===== config.mk =====
export PLATFORM = sky130hd
export DESIGN_NAME = pe_dot_ctrl
export DESIGN_NICKNAME = d
export VERILOG_FILES = /design/src/rtl/pe_pkg.sv /design/src/rtl/pe_vld_pipe.sv /design/src/rtl/pe_dot_ctrl.sv
export SDC_FILE = /design/constraint.sdc
export NUM_CORES = 1
export LEC_CHECK = 0
export CORE_MARGIN = 1.5
export CORE_UTILIZATION = 45
export DETAILED_ROUTE_END_ITERATION = 10
export GPL_ROUTABILITY_DRIVEN = 1
export PLACE_DENSITY = 0.82
export SETUP_SLACK_MARGIN = 0.3
export SLEW_MARGIN = 15
export SYNTH_ARGS = -nofsm -noshare
export SYNTH_HDL_FRONTEND = slang
export SYNTH_SLANG_ARGS = --single-unit
export TNS_END_PERCENT = 30

===== constraint.sdc =====
create_clock -name clk -period 4.19 [get_ports clk]
set_input_delay 1.257 -clock clk [delete_from_list [all_inputs] [get_ports clk]]
set_output_delay 1.257 -clock clk [all_outputs]
set_load 0.005 [all_outputs]

===== src/rtl/pe_pkg.sv =====
// Shared types and constants for the PE datapath and its dot-product controller.
package pe_pkg;

  localparam int PE_LANES = 8;
  localparam int PE_LAT   = 4;

  typedef logic signed [7:0]  mult_t;
  typedef logic signed [24:0] psum_t;

  typedef enum logic [1:0] {
    IDLE  = 2'd0,
    RUN   = 2'd1,
    DRAIN = 2'd2,
    OUT   = 2'd3
  } ctrl_state_e;

endpackage


===== src/rtl/pe_vld_pipe.sv =====
// Fixed-depth 1-bit valid delay line; follows each issued beat through the PE.
module pe_vld_pipe #(
  parameter int DEPTH = 5
) (
  input  logic clk_i,
  input  logic rstn_i,
  input  logic vld_i,
  output logic vld_o
);

  logic [DEPTH-1:0] pipe_q;

  always_ff @(posedge clk_i or negedge rstn_i) begin
    if (!rstn_i) begin
      pipe_q <= '0;
    end else begin
      pipe_q[0] <= vld_i;
      for (int i = 1; i < DEPTH; i++) begin
        pipe_q[i] <= pipe_q[i-1];
      end
    end
  end

  assign vld_o = pipe_q[DEPTH-1];

endmodule


===== src/rtl/pe_dot_ctrl.sv =====
// Dot-product sequencer for one 8-lane PE: streams N operand chunks, accumulates psums,
// returns one result. Define PE_DOT_SAT_EN to saturate the result instead of wrapping it.
module pe_dot_ctrl
  import pe_pkg::*;
#(
  parameter int PE_LAT_CYC = PE_LAT,
  parameter int MAX_CHUNKS = 16,
  parameter int OUT_W      = 24,
  parameter int CW         = $clog2(MAX_CHUNKS + 1),
  parameter int ACC_W      = 25 + $clog2(MAX_CHUNKS) + 1
) (
  input  logic                    clk,
  input  logic                    rstn,
  input  logic                    start,
  input  logic [CW-1:0]           cfg_chunks,
  output logic                    busy,
  input  logic                    in_valid,
  output logic                    in_ready,
  input  mult_t [PE_LANES-1:0]    in_ifm,
  input  mult_t [PE_LANES-1:0]    in_wgt,
  output mult_t [PE_LANES-1:0]    pe_ifm,
  output mult_t [PE_LANES-1:0]    pe_wgt,
  input  psum_t                   pe_psum,
  output logic                    out_valid,
  input  logic                    out_ready,
  output logic signed [OUT_W-1:0] out_data,
  output ctrl_state_e             dbg_state_o
);

  // Handshakes: a transfer happens on a rising edge where valid && ready are both high;
  // in_ready and out_valid are pure functions of registered state (no combinational paths).

`ifdef PE_DOT_SAT_EN
  localparam logic signed [ACC_W-1:0] ACC_MAX = {{(ACC_W-OUT_W+1){1'b0}}, {(OUT_W-1){1'b1}}};
  localparam logic signed [ACC_W-1:0] ACC_MIN = {{(ACC_W-OUT_W+1){1'b1}}, {(OUT_W-1){1'b0}}};
`endif

  function automatic logic signed [OUT_W-1:0] reduce_acc(input logic signed [ACC_W-1:0] a);
`ifdef PE_DOT_SAT_EN
    if (a > ACC_MAX) begin
      reduce_acc = {1'b0, {(OUT_W-1){1'b1}}};
    end else if (a < ACC_MIN) begin
      reduce_acc = {1'b1, {(OUT_W-1){1'b0}}};
    end else begin
      reduce_acc = a[OUT_W-1:0];
    end
`else
    reduce_acc = a[OUT_W-1:0];
`endif
  endfunction

  ctrl_state_e              state_q, state_d;
  logic [CW-1:0]            chunks_q, chunks_d;
  logic [CW-1:0]            issued_q, issued_d;
  logic [CW-1:0]            done_q, done_d;
  logic signed [ACC_W-1:0]  acc_q, acc_d;
  logic signed [OUT_W-1:0]  out_data_q, out_data_d;
  mult_t [PE_LANES-1:0]     pe_ifm_q, pe_wgt_q;

  logic                     fire;
  logic                     psum_vld;
  logic signed [ACC_W-1:0]  psum_ext;
  logic [CW-1:0]            cfg_clamped;

  assign in_ready    = (state_q == RUN) && (issued_q < chunks_q);
  assign fire        = in_valid && in_ready;
  assign busy        = (state_q != IDLE);
  assign out_valid   = (state_q == OUT);
  assign out_data    = out_data_q;
  assign pe_ifm      = pe_ifm_q;
  assign pe_wgt      = pe_wgt_q;
  assign dbg_state_o = state_q;
  assign psum_ext    = ACC_W'(pe_psum);
  assign cfg_clamped = (cfg_chunks > CW'(MAX_CHUNKS)) ? CW'(MAX_CHUNKS) : cfg_chunks;

  // Tail of this line is high exactly in the cycle the matching psum sits on pe_psum.
  pe_vld_pipe #(
    .DEPTH(PE_LAT_CYC + 1)
  ) u_vld_pipe (
    .clk_i (clk),
    .rstn_i(rstn),
    .vld_i (fire),
    .vld_o (psum_vld)
  );

  always_comb begin
    state_d    = state_q;
    chunks_d   = chunks_q;
    issued_d   = issued_q;
    done_d     = done_q;
    acc_d      = acc_q;
    out_data_d = out_data_q;

    if (psum_vld) begin
      acc_d  = acc_q + psum_ext;
      done_d = done_q + CW'(1);
    end

    unique case (state_q)
      IDLE: begin
        if (start) begin
          chunks_d = cfg_clamped;
          issued_d = '0;
          done_d   = '0;
          acc_d    = '0;
          if (cfg_clamped == '0) begin
            out_data_d = '0;
            state_d    = OUT;
          end else begin
            state_d = RUN;
          end
        end
      end
      RUN: begin
        if (fire) begin
          issued_d = issued_q + CW'(1);
          if (issued_q + CW'(1) == chunks_q) begin
            state_d = DRAIN;
          end
        end
      end
      DRAIN: begin
        // Leave only once the final beat's psum is folded into acc_d this cycle.
        if (psum_vld && (done_q + CW'(1) == chunks_q)) begin
          out_data_d = reduce_acc(acc_d);
          state_d    = OUT;
        end
      end
      OUT: begin
        if (out_ready) begin
          state_d = IDLE;
        end
      end
      default: state_d = IDLE;
    endcase
  end

  always_ff @(posedge clk or negedge rstn) begin
    if (!rstn) begin
      state_q    <= IDLE;
      chunks_q   <= '0;
      issued_q   <= '0;
      done_q     <= '0;
      acc_q      <= '0;
      out_data_q <= '0;
      pe_ifm_q   <= '0;
      pe_wgt_q   <= '0;
    end else begin
      state_q    <= state_d;
      chunks_q   <= chunks_d;
      issued_q   <= issued_d;
      done_q     <= done_d;
      acc_q      <= acc_d;
      out_data_q <= out_data_d;
      pe_ifm_q   <= fire ? in_ifm : '0;
      pe_wgt_q   <= fire ? in_wgt : '0;
    end
  end

endmodule


# Word level (Yosys, flattened, before mapping)
# Cells that the tools add are included.
[totals]
reg_bits = 204
wordCells = 74
[classes]
reduce_logical = 12
mux = 23
addsub = 3
magnitude_cmp = 2
eq_ne = 11
[ops]
columns = ["op", "count"]
rows = [
  ["64-bit two-way mux", 2],
  ["30-bit two-way mux", 3],
  ["24-bit two-way mux", 3],
  ["24-bit one-hot mux with 2 select lines", 1],
  ["30-bit by 25-bit adder with 30-bit output", 1],
  ["5-bit two-way mux", 6],
  ["2-bit two-way mux", 6],
  ["5-bit by 1-bit adder with 5-bit output (second input constant)", 2],
  ["5-bit == test", 2],
  ["5-bit one-hot mux with 2 select lines", 1],
  ["2-bit != test (second input constant)", 4],
  ["2-bit one-hot mux with 4 select lines", 1],
  ["2-bit nonzero test", 3],
  ["5-bit greater-than comparator (second input constant)", 1],
  ["5-bit zero test", 1],
  ["5-bit < comparator", 1],
  ["5-bit AND reduction", 1],
  ["2-bit == test (second input constant)", 2],
  ["2-bit by 1-bit != test with 1-bit output (second input constant)", 2],
  ["4-bit AND reduction", 1],
  ["1-bit logical AND", 3],
  ["3-bit AND reduction", 1],
  ["2-bit by 1-bit == test with 1-bit output (second input constant)", 1],
  ["2-bit zero test", 1],
  ["2-bit AND reduction", 1],
]

# Logic depth before layout (Yosys ltp)
[logic_depth]
ltp_word = 6
depth_mapped = 12
mapped_depth_nobuf = 11

# Modules after synthesis
# From an unflattened synthesis, not the netlist that was laid out.
[unflattened]
cells_unflattened = 768
hier_area_um2 = 8559.5
[by_module_without_submodules]
columns = ["module", "n_inst", "cells_per_inst", "area_each_um2"]
rows = [
  ["pe_dot_ctrl", 1, 763, 8434.3],
  ["pe_vld_pipe", 1, 5, 125.1],
]

# Worst setup path after synthesis
# Ideal clock, no wire load.
[synth_path]
path_type = "input to register"
from = "in pe_psum[9]"
to = "reg (tool-made name)"
setup_ps = 65
t_required_ps = 4125
cell_stages = 9
arrival_ps = 3234
path_buffers = 0
slack_ps = 891
cell_sequence = "ha_1 > a21oi_4 > a21boi_2 > a211oi_2 > o2111ai_2 > a2111o_1 > a21bo_1 > a211oi_2 > a31o_1"
[synth_lines]
columns = ["item", "line", "text"]
rows = [
  ["start, declared", "pe_dot_ctrl.sv:23", "input psum_t pe_psum,"],
]

# Final worst setup path
[layout_path]
from = "reg issued_q[1]"
to = "out in_ready"
[layout_between]
elab_chain_cells = 2
[layout_lines]
columns = ["item", "line", "text"]
rows = [
  ["start, declared", "pe_dot_ctrl.sv:54", "logic [CW-1:0] issued_q, issued_d;"],
  ["start signal, assigned", "pe_dot_ctrl.sv:151", "issued_q <= issued_d;"],
  ["5-bit < comparator", "pe_dot_ctrl.sv:65", "assign in_ready = (state_q == RUN) && (issued_q < chunks_q);"],
  ["1-bit logical AND", "pe_dot_ctrl.sv:65", ""],
  ["end, declared", "pe_dot_ctrl.sv:18", "output logic in_ready,"],
]
# Every way passes these cells.

==> metrics.yaml <==
globalplace.congestion: 0.880
io_pins: 320
synth-seq-cells: 198
skew_ns: 0.0170
synth_xor_xnor_area_share_pct: 2.65
post-route-drc-count: 0
hold_ws_ns: 0.344
nNetsFinal: 1287
vias: 6747
core.rowCount: 50
netSwitchingFraction_pct: 34.2
met1_length_um: 8280
drtPass1Iterations: 4
finalSetupTns_ns: 0
crit_required_ns: 2.93
initial_core_util_pct: 45.9
netlist-cell-type-count: 62
p_total_uw: 7170
grt_usage_pct: 23.5
p_switching_uw: 2450
fp.dieH_um: 141
max_freq_mhz: 271
areaGrowthSynthToFinish_pct: 47.6
clk_path_buf_depth: 2
synth_nets: 969
die_area_um2: 19900
io_buffer_count: 318
syn_area_um2: 8580
cp_max_fo: 5
max_cap_violations: 0
crit_type: "flop to output port"
cts.sinks: 198
first_iter_violations: 260
grt_max_degree: 84
synth-compound-area-share_pct: 9.43
dr_wl_met2_um: 12000
finalCritPeriodShare_pct: 88.0
vdd_drop_max_v: 0.000334
syn_inst: 770
power_frac_comb_pct: 40.6
ant_nets: 0
die_w_um: 141
wl_um: 22900
synthMuxAreaShare_pct: 2.60
avgSynthCellArea_um2: 11.1
cts_hold_buffers: 0
grt_pass1_vias: 6831
hpwl_um: 17400
ys_seq_area_share_pct: 57.7
endpoint_kind: "output port"
grt_overflow_total: 0
routed_via_density: 5.05
fin_crit_ns: 3.69
grt_pass1_wl_um: 35700
synth-simple-area-share_pct: 19.9
p_int_uw: 4720
clk-insertion-delay-late_ns: 0.44
antenna_found_initial: 0
clk_pin_slew_worst_paths_ns: 0.07
clockPowerShare_pct: 23.5
synth_top_family_by_area: "simple AND/OR/NAND/NOR gates"
setup_slack_ns: 0.503
numCtsBuffers: 17
slew_headroom_pct: 54.3
finalHoldViolations: 0
wl_met3_um: 1680
hold_path_class: "flop to flop"
synth_ff_type: "dfrtp_1"
clockRootBuffer: "clkbuf_16"
wl_per_cell_um: 17.1
cts.htree.levels: 4
critPathArrivalTime_ns: 2.43
status: "completed"
core_um2: 18700
start_kind: "flop"
antenna_cells: 0
final_core_util_pct: 67.7
powerDensity_nw_per_um2: 566
setup_viol: 0
top_layer: "met4"
ys_async_sr_fraction_pct: 100
worst_pin_slew_ns: 0.685
place_ws_ns: 0.156
slew_viol_final: 0
final_layout_size_suffix_gt1_share_pct: 5.18
synthAdderAreaFrac_pct: 5.34
pwr-share-seq_pct: 35.9
synth_edf_count: 0
yosysWarnings: 0
cts_tree: "built"
grt_setup_unrepaired: "false"
power.leakage_uw: 0.00576
[power by group through the flow]
stage	clock network [µW]	registers, µW	logic, µW
global route	1810	2630	3210
finish	1680	2570	2910
detailed placement	0	2620	2910
CTS	1730	2580	2930
global placement	0	2590	2840
floorplan	0	2620	1600
[per-stage QoR]
| stage | std cells | cell area (µm²) |
|---|---|---|
| final | 1335 | 12700 |
| after global routing | 1335 | 12700 |
| after CTS | 1333 | 12700 |
| after detailed placement | 1301 | 12000 |
| after global placement | 1301 | 12000 |
| after floorplan | 770 | 8580 |
[per-layer routing]
layer | vias up | track usage [%]
li1 | 3240 | -
met1 | 3219 | 25.0
met2 | 240 | 42.1
met3 | 48 | 8.08
met4 | 0 | 10.3
met5 | - | 0
[logic make-up (layout without fill, tap and decap cells)]
group | after synthesis | in the layout
muxes | 22 | 22
xor gates and xnor gates | 26 | 26
buffers and inverters | 51 | 382
adders and majority gates | 36 | 36
DFF | 198 | 198
and+or+nand+nor | 316 | 316
AOI/OAI and AO/OA | 121 | 121
[cells in the final DEF (no fill, tap or decap), types with 17 or more instances in the layout]
cell type          n
dfrtp_1          197
clkbuf_16         17
nand2_1           57
clkdlybuf4s50_1  317
mux2i_1           20
ha_1              35
o21ai_0           43
inv_1             19
and2_1           133
nor2_1            50
[Yosys cell counts, types with 2 or more instances]
cell | number | share of area, %
a211oi_1 | 2 | 0.17
a211oi_2 | 2 | 0.29
a21boi_0 | 3 | 0.26
a21o_1 | 8 | 0.70
a21oi_1 | 16 | 0.93
a221oi_1 | 2 | 0.20
a31oi_1 | 6 | 0.44
a41o_1 | 2 | 0.23
and2_1 | 133 | 9.7
and2_2 | 2 | 0.17
and3_1 | 2 | 0.15
and3b_1 | 2 | 0.20
buf_2 | 4 | 0.23
clkbuf_1 | 25 | 1.1
dfrtp_1 | 198 | 58
ha_1 | 35 | 5.1
inv_1 | 20 | 0.87
mux2_2 | 2 | 0.26
mux2i_1 | 20 | 2.3
nand2_1 | 57 | 2.5
nand2b_1 | 5 | 0.36
nand3_1 | 16 | 0.93
nand3b_1 | 5 | 0.44
nand4_1 | 8 | 0.58
nand4b_1 | 2 | 0.20
nor2_1 | 50 | 2.2
nor2b_1 | 9 | 0.66
nor3_1 | 7 | 0.41
nor3b_1 | 4 | 0.35
nor4_1 | 5 | 0.36
o211ai_1 | 3 | 0.26
o21a_1 | 8 | 0.70
o21ai_0 | 44 | 2.6
o21bai_1 | 3 | 0.26
o22ai_1 | 2 | 0.15
o311ai_1 | 2 | 0.20
o31ai_1 | 4 | 0.35
or3_1 | 3 | 0.22
or4_1 | 2 | 0.17
xnor2_1 | 14 | 1.4
xor2_1 | 12 | 1.2
[layout make-up]
class	instances	area, µm²
flip-flops and latches	198	4960
clock inverters	14	178
inverters	21	78.8
repair buffers	329	3290
fillers	1430	6040
multi-input cells	521	3430
clock buffers	18	439
well taps	234	293
[state kept, by name (all words and copies together) (netlist names), named ones only]
register           count
acc_q                 17
chunks_q               5
dbg_state_o            2
done_q                 5
issued_q               5
out_data              24
pe_ifm                64
pe_wgt                64
u_vld_pipe.pipe_q      5
[critical path, cell delays in order, from the launching register on]
cell and delay [ns]:
dfrtp_2 0.45, ha_1 0.27, nor2b_1 0.12, o21a_1 0.16, o21a_1 0.16, o21ai_1 0.14
and3b_1 0.17, clkdlybuf4s50_1 0.54
[worst paths after layout]
path                       depth (start not counted)                      startpoint  slack (ns)                              to
max                                                7         issued_q[1]$_DFFE_PN0P_        0.50                        in_ready
min                                                0  u_vld_pipe.pipe_q[0]$_DFF_PN0_        0.34  u_vld_pipe.pipe_q[1]$_DFF_PN0_
max reg2reg                                       10         issued_q[1]$_DFFE_PN0P_        1.23         issued_q[2]$_DFFE_PN0P_
min reg2reg                                        0  u_vld_pipe.pipe_q[0]$_DFF_PN0_        0.34  u_vld_pipe.pipe_q[1]$_DFF_PN0_
max in group asynchronous                          2                            rstn        2.47            pe_wgt[63]$_DFF_PN0_
min in group asynchronous                          1                            rstn        0.84         out_data[5]$_DFFE_PN0P_
[repair_timing]
item / 4_1_cts / 5_1_grt
endpoints found under the setup margin: 0 / 1
hold endpoints to repair: 0 / 0
resized for setup: 0 / 2
setup buffers: 0 / 2
Note: power is estimated with default switching activity, not from simulation.
